$ cat src/rtl/proc_datapath.sv
// Multi-cycle datapath: register bank, ALU and iterative shifter behind a valid/ready command port.
// One micro-op at a time: accept -> EXEC (read + ALU) -> SHIFT x k -> WB (write, flags, out_valid).
//
//   state | meaning
//   ------+-----------------------------------------------------------
//   IDLE  | op_ready high, waiting for a command
//   EXEC  | read operands, ALU result into work register
//   SHIFT | one shift step per cycle, steps_left counts down to 1
//   WB    | bank write, out_data/flags update, out_valid pulse
module proc_datapath #(
    parameter int N  = 8,
    parameter int A  = 3,
    parameter int SW = $clog2(N)
) (
    input  logic          clk,
    input  logic          rst_n,
    input  logic          op_valid,
    output logic          op_ready,
    input  logic [A-1:0]  sel_a,
    input  logic [A-1:0]  sel_b,
    input  logic [A-1:0]  sel_d,
    input  logic [3:0]    alu_sel,
    input  logic [2:0]    shift_sel,
    input  logic [SW-1:0] shift_amt,
    input  logic          ld_in,
    input  logic [N-1:0]  in_data,
    input  logic          il,
    input  logic          ir,
    input  logic          wr_en,
    output logic          out_valid,
    output logic [N-1:0]  out_data,
    output logic          z,
    output logic          s,
    output logic          v,
    output logic          c,
    input  logic [A-1:0]  dbg_sel,
    output logic [N-1:0]  dbg_data
);

    typedef enum logic [1:0] {S_IDLE, S_EXEC, S_SHIFT, S_WB} state_t;

    state_t state, state_nxt;

    logic [2**A-1:0][N-1:0] regs;

    logic [A-1:0]  c_sel_a, c_sel_b, c_sel_d;
    logic [3:0]    c_alu;
    logic [2:0]    c_shf;
    logic [SW-1:0] c_amt;
    logic          c_ld, c_wr;
    logic [N-1:0]  c_in;

    logic [N-1:0]  work;
    logic          work_c, work_v;
    logic [SW-1:0] steps_left;

    logic [N-1:0]  a_op, b_op, addend, logic_res, alu_res;
    logic [N:0]    sum;
    logic          arith, cin, alu_c, alu_v;
    logic [N-1:0]  shifted;
    logic          shift_c;
    logic          shift_go;
    logic          accept;

    assign op_ready = (state == S_IDLE);
    assign accept   = op_valid && op_ready;
    assign dbg_data = regs[dbg_sel];

    always_comb begin
        shift_go = 1'b0;
        case (c_shf)
            3'b001, 3'b010, 3'b100, 3'b101, 3'b110: shift_go = (c_amt != '0);
            default:                                shift_go = 1'b0;
        endcase
    end

    always_ff @(posedge clk or negedge rst_n) begin
        if (!rst_n) state <= S_IDLE;
        else        state <= state_nxt;
    end

    always_comb begin
        state_nxt = state;
        case (state)
            S_IDLE:  if (op_valid) state_nxt = S_EXEC;
            S_EXEC:  state_nxt = shift_go ? S_SHIFT : S_WB;
            S_SHIFT: if (steps_left == SW'(1)) state_nxt = S_WB;
            S_WB:    state_nxt = S_IDLE;
            default: state_nxt = S_IDLE;
        endcase
    end

    // ALU: arithmetic codes are a + addend + cin on N+1 bits
    always_comb begin
        a_op      = c_ld ? c_in : regs[c_sel_a];
        b_op      = regs[c_sel_b];
        arith     = 1'b0;
        cin       = 1'b0;
        addend    = '0;
        logic_res = a_op;
        case (c_alu)
            4'b0001: begin arith = 1'b1; addend = N'(1); end
            4'b0010: begin arith = 1'b1; addend = b_op; end
            4'b0011: begin arith = 1'b1; addend = b_op; cin = 1'b1; end
            4'b0100: begin arith = 1'b1; addend = ~b_op; end
            4'b0101: begin arith = 1'b1; addend = ~b_op; cin = 1'b1; end
            4'b0110: begin arith = 1'b1; addend = '1; end
            4'b1000: logic_res = a_op & b_op;
            4'b1010: logic_res = a_op | b_op;
            4'b1100: logic_res = a_op ^ b_op;
            4'b1110: logic_res = ~a_op;
            default: logic_res = a_op;
        endcase
        sum     = {1'b0, a_op} + {1'b0, addend} + (N+1)'(cin);
        alu_res = arith ? sum[N-1:0] : logic_res;
        alu_c   = arith & sum[N];
        alu_v   = arith & (a_op[N-1] == addend[N-1]) & (sum[N-1] != a_op[N-1]);
    end

    always_comb begin
        shifted = work;
        shift_c = work_c;
        case (c_shf)
            3'b001: begin shifted = {work[N-2:0], ir};          shift_c = work[N-1]; end
            3'b010: begin shifted = {il, work[N-1:1]};          shift_c = work[0];   end
            3'b100: begin shifted = {work[N-1], work[N-1:1]};   shift_c = work[0];   end
            3'b101: begin shifted = {work[N-2:0], work[N-1]};   shift_c = work[N-1]; end
            3'b110: begin shifted = {work[0], work[N-1:1]};     shift_c = work[0];   end
            default: begin shifted = work;                      shift_c = work_c;    end
        endcase
    end

    always_ff @(posedge clk or negedge rst_n) begin
        if (!rst_n) begin
            regs       <= '0;
            c_sel_a    <= '0;
            c_sel_b    <= '0;
            c_sel_d    <= '0;
            c_alu      <= '0;
            c_shf      <= '0;
            c_amt      <= '0;
            c_ld       <= 1'b0;
            c_wr       <= 1'b0;
            c_in       <= '0;
            work       <= '0;
            work_c     <= 1'b0;
            work_v     <= 1'b0;
            steps_left <= '0;
            out_valid  <= 1'b0;
            out_data   <= '0;
            z          <= 1'b0;
            s          <= 1'b0;
            v          <= 1'b0;
            c          <= 1'b0;
        end else begin
            out_valid <= 1'b0;
            case (state)
                S_IDLE: begin
                    if (accept) begin
                        c_sel_a <= sel_a;
                        c_sel_b <= sel_b;
                        c_sel_d <= sel_d;
                        c_alu   <= alu_sel;
                        c_shf   <= shift_sel;
                        c_amt   <= shift_amt;
                        c_ld    <= ld_in;
                        c_wr    <= wr_en;
                        c_in    <= in_data;
                    end
                end
                S_EXEC: begin
                    work       <= (c_shf == 3'b011) ? '0 : alu_res;
                    work_c     <= alu_c;
                    work_v     <= alu_v;
                    steps_left <= c_amt;
                end
                S_SHIFT: begin
                    work       <= shifted;
                    work_c     <= shift_c;
                    work_v     <= 1'b0;
                    steps_left <= steps_left - SW'(1);
                end
                S_WB: begin
                    if (c_wr) regs[c_sel_d] <= work;
                    out_data  <= work;
                    z         <= (work == '0);
                    s         <= work[N-1];
                    v         <= work_v;
                    c         <= work_c;
                    out_valid <= 1'b1;
                end
                default: ;
            endcase
        end
    end

endmodule

$ cat config.mk
export PLATFORM = sky130hd
export DESIGN_NAME = proc_datapath
export DESIGN_NICKNAME = d
export VERILOG_FILES = /design/src/rtl/proc_datapath.sv
export SDC_FILE = /design/constraint.sdc
export NUM_CORES = 1
export LEC_CHECK = 0
export ABC_AREA = 1
export BUFFER_PORTS_ARGS = -buffer_cell sky130_fd_sc_hd__buf_2
export CORE_MARGIN = 1
export CORE_UTILIZATION = 40
export DETAILED_ROUTE_END_ITERATION = 8
export HOLD_SLACK_MARGIN = 0.12
export PLACE_DENSITY_LB_ADDON = 0.2
export SYNTH_ARGS = -nofsm -noshare
export SYNTH_HDL_FRONTEND = slang
export SYNTH_SLANG_ARGS = --single-unit
export TNS_END_PERCENT = 100
$ cat constraint.sdc
create_clock -name clk -period 7.45 [get_ports clk]
set_clock_uncertainty 0.1 [all_clocks]
set_input_delay 1.49 -clock clk [delete_from_list [all_inputs] [get_ports clk]]
set_output_delay 1.49 -clock clk [all_outputs]
set_load 0.01 [all_outputs]
; Word level (Yosys, flattened, before mapping)
; Index checks and enable logic that the tools add are counted.
[op_classes]
n_mux = 28
n_reduce_logical = 19
magnitude_cmp = 5
n_eq_ne = 28
addsub = 3
n_bitwise = 8
[ops]
columns = cell, count
row1 = 8-bit binary-select mux with 3-bit select, 3
row2 = 64-bit bitwise mux, 1
row3 = 8-bit one-hot mux with 4 select lines, 2
row4 = 8-bit 2-to-1 mux, 7
row5 = 8-bit one-hot mux with 5 select lines, 1
row6 = 8-bit demux with 3-bit select, 1
row7 = 4-bit equality test (second input constant), 4
row8 = 3-bit by 4-bit less-than comparator with 1-bit output (second input constant), 4
row9 = 8-bit NOT, 2
row10 = 8-bit one-hot mux with 2 select lines, 1
row11 = 4-bit by 3-bit equality test with 1-bit output (second input constant), 3
row12 = 2-bit AND reduction, 5
row13 = 8-bit by 8-bit adder with 9-bit output, 1
row14 = 9-bit by 1-bit adder with 9-bit output, 1
row15 = 3-bit equality test (second input constant), 3
row16 = 8-bit bitwise AND, 1
row17 = 4-bit by 2-bit equality test with 1-bit output (second input constant), 2
row18 = 8-bit logical NOT, 1
row19 = 8-bit bitwise OR, 1
row20 = 2-bit one-hot mux with 4 select lines, 1
row21 = 2-bit OR reduction, 4
row22 = 8-bit bitwise XOR, 1
row23 = 3-bit by 1-bit equality test with 1-bit output (second input constant), 2
row24 = 3-bit by 2-bit equality test with 1-bit output (second input constant), 2
row25 = 24 further kinds, 37
[word_totals]
inputBits = 37
regBits = 121

; Logic depth before layout (Yosys ltp)
[logic_depth]
ltp_word = 9
ltp_mapped = 22
ltp_nobuf = 20

; Worst setup path after synthesis
; OpenSTA, ideal clock, no wires.
[synth_timing]
path_kind = input-to-output
start = input port dbg_sel[0]
end = output port dbg_data[0]
path_stages = 7
path_slack_ns = 3.380
arrival_time_ns = 2.480
required_ns = 5.860
n_path_buf = 2
cell_sequence = clkbuf_1 inv_1 clkbuf_1 nor2_1 o21ai_0 a21oi_1 a31oi_1
[synth_between]
elab_chain_cells = 2
[synth_lines]
columns = item, line
row1 = from (decl), 36  ; input logic [A-1:0] dbg_sel,
row2 = 8-bit binary-select mux with 3-bit select, 67  ; assign dbg_data = regs[dbg_sel];
row3 = 8-bit 2-to-1 mux (not written as such), 67
row4 = to (decl), 37  ; output logic [N-1:0] dbg_data
; No other way between the ends. The select of a mux whose other input is x is not followed.

; Final worst setup path
[layout_timing]
start = input port dbg_sel[0]
end = output port dbg_data[7]
; The elaborated chain is that of the path after synthesis.

==> summary.txt <==
Outcome
  • Run status: completed

Placed design
  • Routability cong.: 0.9038
  • DP HPWL: 16,170 um
  • IO buf count: 58
  • Area after DPL: 0.008262 mm^2

Clocking
  • Clock Latency Late Sink: roughly 430 ps
  • H-tree levels: 4
  • Clk buf depth: 2
  • Post-CTS Setup Bufs: 0
  • Clk slew on worst S/H paths: ~60 ps
  • # clock sinks: 120
  • Post_cts resized: 0
  • Root buf cell: clkbuf_16
  • CTS Hold Bufs: 0
  • TritonCTS clock tree: built
  • CTS Buf Count: 17

Yosys
  • Post-synth EDFFs: 0
  • Seq/Total Area, Yosys: 0.3798
  • Commonest cells post-synth: nand2_1 (242), o21ai_0 (177), dfrtp_1 (120)
  • Ys async rst share: 1.000
  • Synth Area in Simple Gates: 0.2358
  • Syn Inst Count: approximately 1,100
  • Count leader, synth: nand2_1
  • Primary FF master, synth: dfrtp_1
  • Synth Area in XOR/XNOR: 0.003323
  • Mapped Avg Cell Area: around 7.1 um^2
  • Synth top area share: 0.3798
  • Post-Synth Adder-Cell Area: 0.05096
  • Combinational family with the most area after synthesis: simple AND/OR/NAND/NOR gates
  • Top area cells in the synthesized netlist: dfrtp_1 (38%), nand2_1 (11%), o21ai_0 (11%), a21oi_1 (6.7%), inv_1 (5.2%)
  • Compound-Gate Fraction of Synth Area: 0.2181
  • Synthesized Nets: 1,182
  • Synth unique cells: 40
  • Dominant cell type by area after synthesis: dfrtp_1
  • Mux cell area share after synthesis: 0.01282
  • Seq cells post-synth: 120
  • Post-Synthesis Cell Area: approximately 0.0079 mm^2
  • Yosys warning count: 0

STA
  • Tcrit/Tclk final: 0.6521
  • Setup violations, final: 0
  • Final Hold Fails: 0
  • Worst Max-Slew Pin Slew: around 950 ps
  • RSZ-0062 raised after global routing: no
  • Max Slew Vio Count: 0
  • Rel. slew slack: 0.3632
  • Setup TNS Final: 0 ps
  • Highest Clock Rate: 0.2058 GHz
  • Post-route minimum period: 4858 ps

Die
  • Row count: slightly above 50
  • Die Footprint: 0.02033 mm^2
  • Initial Utilization: 0.4076
  • Ports: around 60
  • Die W: 142.6 um
  • Core Area: 0.01940 mm^2
  • DIE HEIGHT: 142.6 um

Detailed routing
  • Iteration-0 DRC Markers: 594
  • Drt drc: 0
  • DR WL/cell: 16.29 um
  • Pre-antenna DRT Iters: 5
  • Total Routed Length: 23,030 um
  • Post-DRT Antenna Nets: 0
  • Via density: 5.359
  • Vias: 7,578

Pwr
  • Sw Share: 0.5046
  • Sequential Power Share: 0.277
  • Cell internal pwr: between 2 and 2.5 mW
  • Logic pwr share: 0.539
  • Worst vdd ir: between 200 and 300 uV
  • Clock network power share: 0.184
  • P_sw: 2.220 mW
  • Leakage: 4.251 nW
  • Power per cell area: between 400 and 500 mW/mm^2

Global routing
  • First-pass GRT wire length: 36,990 um
  • Initial antenna violation count: 0
  • Gr ovfl total: 0
  • Vias in the first global route: 6,831
  • Pin count of the biggest net entering global routing: 67
  • Total track usage: 0.2385

Finish
  • Layout area overhead: 11.73%
  • Nets@finish: 1,204
  • Diodes inserted: 0
  • Ratio of cells with drive above 1 in the final layout: 0.1279
  • Final instance area: 0.008833 mm^2

Worst setup path
  • Worst R2R Path Depth: 17
  • CP max FO: 44
  • R2R setup slack: 3470 ps
  • Setup Crit Path Kind: in2out
  • CP startpoint kind: primary input
  • Critical Path AT: 3270 ps
  • CP required: 5860 ps
  • Crit end category: output port

Flow run
  • Maxcap violations: 0

Hold path
  • WHS Path Cells: 2
  • Hold Crit Class: reg2reg
-- metrics by stage --
stage / hold slack (ps) / utilization / instances / total power [mW] / setup slack [ps]
2_1_floorplan: 349.6 / - / 1114 / 2.949 / 3380
3_3_place_gp: 366.2 / 0.4259 / 1382 / 3.522 / 2694
3_5_place_dp: 367.3 / 0.4259 / 1382 / 3.569 / 2666
4_1_cts: 389.1 / 0.4554 / 1414 / 4.398 / 2660
5_1_grt: 394.9 / 0.4554 / 1414 / 4.809 / 2421
6_report: 387.0 / 0.4554 / 1414 / 4.400 / 2592
-- path summary, 6_finish.rpt --
kind                                        startpoint              endpoint
min in group asynchronous                        rst_n  c_alu[0]$_DFFE_PN0P_
worst max register to register  c_sel_b[0]$_DFFE_PN0P_   work[4]$_DFFE_PN0P_
max in group asynchronous                        rst_n  regs[44]$_DFFE_PN0P_
worst min-delay path              regs[18]$_DFFE_PN0P_  regs[18]$_DFFE_PN0P_
worst min register to register    regs[18]$_DFFE_PN0P_  regs[18]$_DFFE_PN0P_
worst max-delay path                        dbg_sel[0]           dbg_data[7]
-- worst max-delay path: stages --
cell	delay, ps
buf_2	520
inv_1	470
o21ai_0	300
a21oi_1	100
a31oi_1	210
buf_2	170
-- layout make-up --
cell class,instances,area (um^2)
Timing Repair Buffer,62,322.8
Fill cell,2021,10570
Clock buffer,17,425.4
Inverter,128,483.0
Tap cell,265,331.6
Sequential cell,120,3003
Multi-Input combinational cell,807,4121
Clock inverter,15,146.4
-- cell families after synthesis --
kind of cell | after synthesis
compound gates | 326
xor+xnor | 3
fa+ha+maj | 31
buf+inv | 187
flops | 120
mux | 9
simple gates | 438
-- cell usage in the layout, fill, tap and decap left out, types with 2 or more instances in the layout --
master	synthesis	layout
clkbuf_16	0	17
inv_8	0	7
fa_1	2	2
nor2_1	86	86
nor2_2	3	3
nor2_4	3	3
or2_1	3	3
nor3_1	7	7
buf_4	9	5
dfrtp_1	120	120
nand4_1	7	7
or2_2	6	6
inv_2	12	12
clkinv_1	5	5
nand3_1	69	69
clkinv_4	0	3
o211ai_1	8	8
a21oi_1	106	106
a221oi_1	2	2
o21ai_0	177	177
inv_1	110	110
nand2_2	7	8
clkinvlp_4	0	2
ha_1	29	29
o21ai_1	10	10
nand2_1	242	241
xor2_1	2	2
mux2_2	9	9
o21ai_2	8	8
or2_0	2	2
a31oi_1	9	9
inv_6	0	3
o211a_1	4	4
buf_2	12	57
-- power by group through the flow --
stage | clock network, mW | registers [mW] | logic, mW
2_1_floorplan | 0 | 1.12 | 1.83
3_3_place_gp | 0 | 1.22 | 2.30
3_5_place_dp | 0 | 1.22 | 2.35
4_1_cts | 0.821 | 1.21 | 2.36
5_1_grt | 0.851 | 1.25 | 2.70
6_report | 0.810 | 1.22 | 2.37
-- state kept, by name, summed over array words and instances (netlist names) --
signal,count
c,1
c_alu,4
c_amt,3
c_in,8
c_ld,1
c_sel_a,3
c_sel_b,3
c_sel_d,3
c_shf,3
c_wr,1
out_data,8
out_valid,1
regs,64
state,2
steps_left,3
v,1
work,8
work_c,1
work_v,1
z,1
-- routing by layer --
| metal | part of all wire | vias up | GRT usage |
|---|---|---|---|
| li1 | - | 3734 | - |
| met1 | 0.47 | 3570 | 0.3285 |
| met2 | 0.46 | 237 | 0.3787 |
| met3 | 0.055 | 37 | 0.03903 |
| met4 | 0.019 | 0 | 0.07980 |
| met5 | 0 | - | 0 |
(Power assumes the default switching activity.)
